**src/rtl/wave_serial_dac_tx.sv**
```systemverilog
// Serial DAC output stage: one-deep sample holding register feeding an MSB-first shifter
// that emits contiguous frames of WAVE_DEPTH data bits followed by one latch bit period.
module wave_serial_dac_tx #(
    parameter int unsigned WAVE_DEPTH = 8,
    parameter int unsigned CLK_DIV    = 4
) (
    input  logic                  Clock,
    input  logic                  Reset,
    input  logic [WAVE_DEPTH-1:0] Sample,
    input  logic                  SampleValid,
    output logic                  SampleReady,
    output logic                  SerClk,
    output logic                  SerData,
    output logic                  SerLatch,
    output logic                  Underrun
);

    localparam int unsigned DivW = ($clog2(2 * CLK_DIV) > 0) ? $clog2(2 * CLK_DIV) : 1;
    localparam int unsigned BitW = $clog2(WAVE_DEPTH + 1);

    localparam logic [DivW-1:0] DivLast = DivW'(2 * CLK_DIV - 1);
    localparam logic [DivW-1:0] DivHalf = DivW'(CLK_DIV);
    localparam logic [BitW-1:0] BitLast = BitW'(WAVE_DEPTH - 1);

    typedef enum logic [1:0] {
        StIdle,
        StShift,
        StLatch
    } state_e;

    state_e                state_q, state_d;
    logic [DivW-1:0]       div_q, div_d;
    logic [BitW-1:0]       bit_q, bit_d;
    logic [WAVE_DEPTH-1:0] shift_q, shift_d;
    logic [WAVE_DEPTH-1:0] last_q, last_d;
    logic [WAVE_DEPTH-1:0] hold_q, hold_d;
    logic                  hold_full_q, hold_full_d;
    logic                  ready_q, ready_d;
    logic                  ser_clk_q, ser_clk_d;
    logic                  ser_data_q, ser_data_d;
    logic                  ser_latch_q, ser_latch_d;
    logic                  underrun_q, underrun_d;

    always_comb begin
        state_d     = state_q;
        div_d       = div_q;
        bit_d       = bit_q;
        shift_d     = shift_q;
        last_d      = last_q;
        hold_d      = hold_q;
        hold_full_d = hold_full_q;
        underrun_d  = 1'b0;

        case (state_q)
            StIdle: begin
                div_d = '0;
                bit_d = '0;
                if (hold_full_q) begin
                    shift_d     = hold_q;
                    last_d      = hold_q;
                    hold_full_d = 1'b0;
                    state_d     = StShift;
                end
            end
            StShift: begin
                if (div_q == DivLast) begin
                    div_d   = '0;
                    shift_d = shift_q << 1;
                    bit_d   = bit_q + BitW'(1);
                    if (bit_q == BitLast) begin
                        state_d = StLatch;
                    end
                end else begin
                    div_d = div_q + DivW'(1);
                end
            end
            StLatch: begin
                if (div_q == DivLast) begin
                    div_d   = '0;
                    bit_d   = '0;
                    state_d = StShift;
                    // Frame boundary: fresh sample if one is waiting, otherwise repeat.
                    if (hold_full_q) begin
                        shift_d     = hold_q;
                        last_d      = hold_q;
                        hold_full_d = 1'b0;
                    end else begin
                        shift_d    = last_q;
                        underrun_d = 1'b1;
                    end
                end else begin
                    div_d = div_q + DivW'(1);
                end
            end
            default: begin
                state_d = StIdle;
            end
        endcase

        // Uses the registered ready, so an accept never feeds a same-edge load.
        if (SampleValid && ready_q) begin
            hold_d      = Sample;
            hold_full_d = 1'b1;
        end

        ready_d     = ~hold_full_d;
        ser_clk_d   = (state_d == StShift) && (div_d >= DivHalf);
        ser_data_d  = (state_d == StShift) && shift_d[WAVE_DEPTH-1];
        ser_latch_d = (state_d == StLatch);
    end

    always_ff @(posedge Clock or negedge Reset) begin
        if (!Reset) begin
            state_q     <= StIdle;
            div_q       <= '0;
            bit_q       <= '0;
            shift_q     <= '0;
            last_q      <= '0;
            hold_q      <= '0;
            hold_full_q <= 1'b0;
            ready_q     <= 1'b1;
            ser_clk_q   <= 1'b0;
            ser_data_q  <= 1'b0;
            ser_latch_q <= 1'b0;
            underrun_q  <= 1'b0;
        end else begin
            state_q     <= state_d;
            div_q       <= div_d;
            bit_q       <= bit_d;
            shift_q     <= shift_d;
            last_q      <= last_d;
            hold_q      <= hold_d;
            hold_full_q <= hold_full_d;
            ready_q     <= ready_d;
            ser_clk_q   <= ser_clk_d;
            ser_data_q  <= ser_data_d;
            ser_latch_q <= ser_latch_d;
            underrun_q  <= underrun_d;
        end
    end

    assign SampleReady = ready_q;
    assign SerClk      = ser_clk_q;
    assign SerData     = ser_data_q;
    assign SerLatch    = ser_latch_q;
    assign Underrun    = underrun_q;

endmodule

```
**config.mk**
```make
export PLATFORM = sky130hd
export DESIGN_NAME = wave_serial_dac_tx
export DESIGN_NICKNAME = d
export VERILOG_FILES = /design/src/rtl/wave_serial_dac_tx.sv
export SDC_FILE = /design/constraint.sdc
export NUM_CORES = 1
export LEC_CHECK = 0
export CAP_MARGIN = 5
export CORE_MARGIN = 1
export CORE_UTILIZATION = 30
export CTS_BUF_LIST = sky130_fd_sc_hd__clkbuf_2 sky130_fd_sc_hd__clkbuf_4 sky130_fd_sc_hd__clkbuf_8
export CTS_CLUSTER_DIAMETER = 30
export CTS_CLUSTER_SIZE = 28
export DETAILED_ROUTE_END_ITERATION = 7
export PLACE_DENSITY = 0.43
export SLEW_MARGIN = 25
export SYNTH_ARGS = -nofsm -noshare
export SYNTH_HDL_FRONTEND = slang
export SYNTH_SLANG_ARGS = --single-unit
```
**constraint.sdc**
```tcl
create_clock -name Clock -period 4.1 [get_ports Clock]
set_input_delay 1.23 -clock Clock [delete_from_list [all_inputs] [get_ports Clock]]
set_output_delay 1.23 -clock Clock [all_outputs]
set_load 0.01 [all_outputs]
```
# Word level (Yosys, flattened, before mapping)
# Cells that the tools add are included.
# word_totals
register_bits	39
input_bits	11
output_inout_bits	5
wordCells	59
# classes
n_addsub	2
order_cmp	1
eq_ne	9
n_mux	23
bitwise	1
n_reduce_logical	10
# ops
op	n
8-bit two-way mux	5
8-bit case mux with 3 select lines	1
8-bit case mux with 2 select lines	1
4-bit case mux with 3 select lines	1
2-bit two-way mux	4
4-bit two-way mux	2
2-bit inequality test, second input constant	3
2-bit case mux with 3 select lines	1
3-bit case mux with 2 select lines	1
1-bit two-way mux	5
4-bit by 1-bit adder with 4-bit output, second input constant	1
2-bit by 1-bit equality test with 1-bit output, second input constant	2
2-bit equality test, second input constant	2
4-bit by 3-bit equality test with 1-bit output, second input constant	1
4-bit AND reduction	1
3-bit by 1-bit adder with 3-bit output, second input constant	1
3-bit equality test, second input constant	1
3-bit greater-or-equal comparator, second input constant	1
1-bit logical AND	3
3-bit two-way mux	1
3-bit AND reduction	1
3-bit nonzero test	1
2-bit logical NOT	1
1-bit case mux with 2 select lines	1
4 further kinds	4

# Logic depth before layout (Yosys ltp)
# Gate-level depths: netlist of the first run.
# depth
ltp_word	6
mapped_depth	7
mapped_depth_nobuf	6

# Least setup slack after synthesis of the first run
# OpenSTA, ideal clock, no wires.
# synth_path
kind	input -> register
from	input port SampleValid
to	register hold_q[0]
setup_time_ps	128
arrival_time_ps	1788
t_required_ps	3972
slack_ps	2185
path_stages	2
n_path_buf	0
cell_sequence	nand2_1 -> mux2_1
# synth_via
elab_chain_cells	1
# synth_rtl
item	line	text
start, declared	10	input logic SampleValid,
1-bit logical AND	101	if (SampleValid && ready_q) begin
end signal, assigned	132	hold_q <= hold_d;
end, declared	36	logic [WAVE_DEPTH-1:0] hold_q, hold_d;
# No other way between the ends.
# A chain may end at the register's enable or synchronous reset.

# Worst setup path in the final report of the first run
# layout_path
from	register ready_q (netlist: SampleReady)
to	output port SampleReady
# layout_rtl
item	line	text
start, declared	38	logic ready_q, ready_d;
start signal, assigned	134	ready_q <= ready_d;
end, declared	11	output logic SampleReady,
# No word-level cell between the ends.

==> results_dict.tcl, run 1 <==
set metrics [dict create \
    netlist_top_cells_area "dfrtp_1 51%, mux2_1 10%, ha_1 5.4%, a32oi_1 2.8%, nand3_1 2.7%" \
    setup_violations 0 \
    clk_pin_slew_ps 80 \
    post_drt_via_cell_ratio 4.98 \
    relSlewSlack_pct 41.4 \
    postCtsResizedCells 0 \
    htree_levels 2 \
    critPathLaunch "SampleReady" \
    synthTopCellsByCount "38 x dfrtp_1, 17 x mux2_1, 11 x nand2_1, 10 x nand3_1, 9 x nor2_1" \
    cts_setup_buffers 0 \
    area_growth_pct 16.5 \
    avgSynthCellArea_sq_um 11.5 \
    num_rows 28 \
    io_pins 16 \
    endpoint_kind "output port" \
    root_buffer "clkbuf_8" \
    start_kind "flop" \
    first_pass_iters 6 \
    clock_latency_ps 300 \
    skew_ps 8.45 \
    die_height_um 80.5 \
    insertedDiodeCount 0 \
    yosysSeqAreaShare_pct 52.9 \
    p_sw_w 0.000186 \
    seq_power_share_pct 55.9 \
    status "finished clean" \
    hp-class "flop to flop" \
    path_buf_inv 1 \
    wl_um 3620 \
    finalSetupTns_ps 0 \
    antenna_found_initial 0 \
    synth_edf_count 0 \
    wire_per_inst_um 14.3 \
    path_cells "clkdlybuf4s50_1" \
    dpl_cell_area_sq_um 2050 \
    synth_fp_nets 180 \
    grt_pass1_wl_um 6440 \
    drv_slew 0 \
    grt_max_degree 40 \
    criticalPathCategory "flop to output port" \
    arrival_ps 1350 \
    maxClockFrequency_mhz 387 \
    yosysMostFrequentCell "dfrtp_1" \
    final_cell_area_sq_um 2150 \
    start_util_pct 31.2 \
    total_power_w 0.000796 \
    port_buffers 15 \
    yosys.area.top_type "dfrtp_1" \
    critPathTopFamily "flip-flops" \
    cell_internal_pwr_w 0.000610 \
    critical_path_required_ps 2870 \
    dieArea_sq_um 6480 \
    power.leakage_nw 0.957 \
    crit_path_top_delay_cell "dfstp_2" \
    syn_inst 161 \
    fin_nets 195 \
    cap_violations 0 \
    cpPeakStageDelay_ps 530 \
    hold_viol_final 0 \
    grt_use_total_pct 13.2 \
    synth_cell_type_count 37 \
    fin_crit_ps 2580 \
    path_max_fanout 2 \
    gp_congestion 0.767 \
    p_clk_share_pct 37.2 \
    cts-buffers-inserted 5 \
    synth_area_sq_um 1850 \
    fillers 584 \
    cts_tree "yes" \
    peakVddDrop_mv 0.167 \
    hold_buffers 0 \
    max_slew.worst_pin.slew_ps 879 \
    ys_seq_elements 39 \
    drcViolationCount 0 \
    drive_gt1_share_pct 7.34 \
    powerDensity_nw_per_um2 370 \
    cts.sinks 39 \
    dr_total_vias 1255 \
    grt_pass1_vias 1286 \
    switching_share_pct 23.3 \
    drtAntennaViolNets 0 \
    clockBufferDepth 2 \
    grt-ovfl-total 0 \
    die_x_um 80.5 \
    synthFlopType "dfrtp_1" \
    dp_hpwl_um 2620 \
    post-route-period-util_pct 63.0 \
    post-place-cells 244 \
    synthArstFlopShare_pct 100 \
    dr.first_iter.drc_count 74 \
    stdcell_count 252 \
    coreArea_sq_um 5920 \
    hp-start "bit_q[3]" \
    synth_top_cell_area_share_pct 51.5 \
    power_frac_comb_pct 6.9 \
    grt_setup_unrepaired "false" \
    yosys_warnings 0 \
]
==> final cells by class <==
type | instances | area, sq um | share of cell area (%)
timing repair buffer | 15 | 145 | 6.74
clock buffer | 8 | 104 | 4.83
sequential | 39 | 977 | 45.4
inverter | 8 | 30.0 | 1.40
multi-input combinational | 107 | 802 | 37.3
tap | 75 | 93.8 | 4.36
==> worst paths after layout <==
path | depth (start not counted) | slack (ps) | end
worst max register to register | 5 | 1950 | last_q[2]
worst min-delay path | 1 | 490 | bit_q[3]
worst max-delay path | 1 | 1520 | SampleReady
worst min register to register | 1 | 490 | bit_q[3]
max in group asynchronous | 1 | 2500 | hold_q[3]
min in group asynchronous | 1 | 1050 | div_q[2]
==> cells by family after synthesis <==
group / after synthesis / share of synthesized area, %
muxes: 22 / 13.3
and+or+nand+nor: 44 / 11.8
AOI/OAI and AO/OA: 33 / 12.8
adders and majority gates: 8 / 5.42
buffers and inverters: 15 / 3.72
DFF: 39 / 52.9
==> layout by cell type, fill, tap and decap left out, drive strengths merged, types with 2 or more instances in the layout <==
master,netlist,layout
dfrtp,38,38
a32oi,6,6
o21ai,9,9
nor3,2,2
clkdlybuf4s50,0,14
nor3b,2,2
nand2b,2,2
nor2,9,9
a31oi,7,7
a21oi,2,2
nand3,10,10
nand2,11,11
or2,2,2
clkbuf,4,8
inv,8,8
ha,8,8
mux2i,4,4
mux2,18,18
nor2b,3,3
==> power groups by stage <==
| stage | combinational (W) | sequential (W) | clock [W] |
|---|---|---|---|
| finish | 0.0000546 | 0.000445 | 0.000297 |
| global route | 0.0000627 | 0.000450 | 0.000319 |
| CTS | 0.0000565 | 0.000446 | 0.000301 |
| detailed placement | 0.0000559 | 0.000453 | 0 |
| global placement | 0.0000536 | 0.000452 | 0 |
| floorplan | 0.0000383 | 0.000440 | 0 |
==> flip-flops by register name, indices dropped and copies added (netlist names), named ones only <==
signal	flops
shift_q	8
bit_q	4
Underrun	1
SerData	1
hold_q	8
SampleReady	1
SerClk	1
hold_full_q	1
last_q	8
SerLatch	1
div_q	1
state_q	2
==> metrics by stage <==
| stage | utilization [%] | setup WS (ps) | hold WS (ps) |
|---|---|---|---|
| final | 36.3 | 1520 | 486 |
| after global placement | 34.6 | 1700 | 472 |
| after global routing | 36.3 | 1470 | 519 |
| after detailed placement | 34.6 | 1630 | 475 |
| after CTS | 36.3 | 1510 | 493 |
| after floorplan | - | 2180 | 443 |
==> worst reg2reg max path, cell delays in order (launching register included) <==
cell and delay, ps:
dfrtp_1 410, ha_1 230, ha_1 370, mux2i_1 260, nand2b_1 380, mux2_1 370
==> metal layers <==
layer	GRT usage (%)	share of wire [%]
met5	0	0
met2	19.6	45
met1	17.9	50
met3	3.41	3.5
met4	5.89	1.9
Power figures use the tool's default switching activity.
==> run 2: changes to the inputs <==
--- a/config.mk
+++ b/config.mk
@@ -12,7 +12,7 @@
 export CTS_CLUSTER_DIAMETER = 30
 export CTS_CLUSTER_SIZE = 28
 export DETAILED_ROUTE_END_ITERATION = 7
-export PLACE_DENSITY = 0.43
+export PLACE_DENSITY = 0.45
 export SLEW_MARGIN = 25
 export SYNTH_ARGS = -nofsm -noshare
 export SYNTH_HDL_FRONTEND = slang
==> constraint.sdc (replaced) <==
create_clock -name Clock -period 2.36 [get_ports Clock]
set_input_delay 0.708 -clock Clock [delete_from_list [all_inputs] [get_ports Clock]]
set_output_delay 0.708 -clock Clock [all_outputs]
set_load 0.01 [all_outputs]
==> run 2 against run 1 <==
Sequential power increased by 74%. Critical path depth increased by 4. Design area increased by 0.23%. Worst setup slack got worse by 1300 ps. Count of clock-buffer cells in the layout decreased by 3. Register-to-register slack got worse by 1700 ps. Via count increased by 1.4%. Hold slack got worse by 130 ps. First-iteration DRC count decreased by 57%. Sequential share of layout area decreased by 0.11 points. Wire length decreased by 1.3%.
==> results_dict.tcl, run 2 (synthesized netlist as in run 1, its figures left out) <==
set metrics [dict create \
    cts_tree "yes" \
    start_util_pct 31.2 \
    hold_buffers 0 \
    critical_path_required_ps 2530 \
    wire_per_inst_um 14.1 \
    finalSetupTns_ps 0 \
    cap_violations 0 \
    p_clk_share_pct 34.2 \
    total_power_w 0.00133 \
    status "finished clean" \
    wl_met2_um 1680 \
    drcViolationCount 0 \
    num_rows 28 \
    grt_setup_unrepaired "false" \
    final_util_pct 36.4 \
    dieArea_sq_um 6480 \
    die_x_um 80.5 \
    grt_pass1_wl_um 6080 \
    max_slew.worst_pin.slew_ps 517 \
    post_drt_via_cell_ratio 5.03 \
    path_max_fanout 13 \
    power.leakage_nw 0.952 \
    hold_viol_final 0 \
    grt_use_total_pct 12.5 \
    root_buffer "clkbuf_8" \
    start_kind "flop" \
    io_pins 16 \
    fin_nets 196 \
    seq_power_share_pct 58.3 \
    reg2reg_slack_ps 260 \
    reg.largest.list "hold_q (8), last_q (8), shift_q (8)" \
    antenna_found_initial 0 \
    setup_ws_ps 261 \
    die_height_um 80.5 \
    met1_length_um 1670 \
    dr.max_layer_used "met4" \
    grt_max_degree 22 \
    clk_pin_slew_ps 80 \
    crit_path_top_delay_cell "dfrtp_1" \
    drtAntennaViolNets 0 \
    drive_gt1_share_pct 7.87 \
    first_pass_iters 4 \
    wl_um 3570 \
    insertedDiodeCount 0 \
    endpoint_kind "flop" \
    cts.sinks 39 \
    dr_total_vias 1273 \
    port_buffers 15 \
    layout_commonest_cell "dfrtp_1" \
    coreArea_sq_um 5920 \
    relSlewSlack_pct 65.4 \
    grt_pass1_vias 1256 \
    cts-buffers-inserted 5 \
    powerDensity_nw_per_um2 615 \
    arrival_ps 2270 \
    fin_crit_ps 2100 \
    skew_ps 6.95 \
    path_cells "ha_1, ha_1, mux2i_1, nand2b_1, mux2_1" \
    power_frac_comb_pct 7.5 \
    htree_levels 2 \
    p_sw_w 0.000336 \
    dp_hpwl_um 2680 \
    final_cell_mix "38 x dfrtp_1, 17 x mux2_1, 14 x clkdlybuf4s50_1, 11 x nand2_1, 10 x nand3_1" \
    clockBufferDepth 2 \
    criticalPathCategory "flop to flop" \
    cell_internal_pwr_w 0.000991 \
    drv_slew 0 \
    postCtsResizedCells 0 \
    peakVddDrop_mv 0.337 \
    gp_congestion 0.723 \
    grt-ovfl-total 0 \
    clock_latency_ps 290 \
    dr_wl_met3_um 161 \
    pre_cts_ws_ps 281 \
    dr.first_iter.drc_count 32 \
    cts_setup_buffers 0 \
    setup_violations 0 \
    crit_path_frequent_cell "ha_1" \
    cpPeakStageDelay_ps 410 \
    hp-class "input pin to asynchronous set/reset pin" \
    maxClockFrequency_mhz 476 \
    area_growth_pct 16.7 \
    switching_share_pct 25.3 \
    post-route-period-util_pct 89.0 \
]
[run 2: cell count changes in the layout (fill, tap and decap cells not counted)]
| cell | before | now |
|---|---|---|
| clkbuf_8 | 7 | 5 |
| clkinvlp_4 | 0 | 2 |
| buf_12 | 0 | 1 |
| clkbuf_4 | 1 | 0 |
| clkinv_2 | 0 | 1 |
[run 2: power groups by stage]
stage / sequential (W) / clock, W / combinational (W)
after global routing: 0.000784 / 0.000493 / 0.000110
after detailed placement: 0.000789 / 0 / 0.000101
final: 0.000774 / 0.000454 / 0.0000990
after CTS: 0.000775 / 0.000472 / 0.000102
after global placement: 0.000787 / 0 / 0.0000980
after floorplan: 0.000764 / 0 / 0.0000666
[run 2: worst max-delay path, delay by kind of cell (launching register included)]
kind | cells | cell delay, ps
multiplexers | 2 | 620
AND/OR/NAND/NOR | 1 | 360
adder cells (fa/ha/maj) | 2 | 590
flip-flops | 1 | 410
[run 2: layer usage]
layer / global-route usage (%) / vias to the layer above
li1: - / 617
met1: 16.0 / 623
met4: 5.71 / 0
met2: 19.2 / 27
met5: 0 / -
met3: 3.86 / 6
[run 2: area by class of cell]
class                   instances  area (sq um)
well taps                      75          93.8
multi-input cells             107           802
clock buffers                   5          68.8
fillers                       578          3760
clock inverters                 3          20.0
repair buffers                 16           165
inverters                       8          30.0
flip-flops and latches         39           977
[run 2: final timing paths]
kind / from / to / depth (start not counted)
max: flop / last_q[1] / 5
min in group Clock: last_q[0] / last_q[0] / 1
max in group asynchronous: Reset / last_q[1] / 2
min: Reset / state_q[1] / 1
max reg2reg: flop / last_q[1] / 5
min reg2reg: last_q[0] / last_q[0] / 1
[run 2: through the flow]
stage	hold slack, ps	cell area (sq um)	cells
finish	352	2160	253
global route	378	2160	253
CTS	364	2160	253
detailed placement	478	2070	245
global placement	468	2070	245
floorplan	412	1850	161
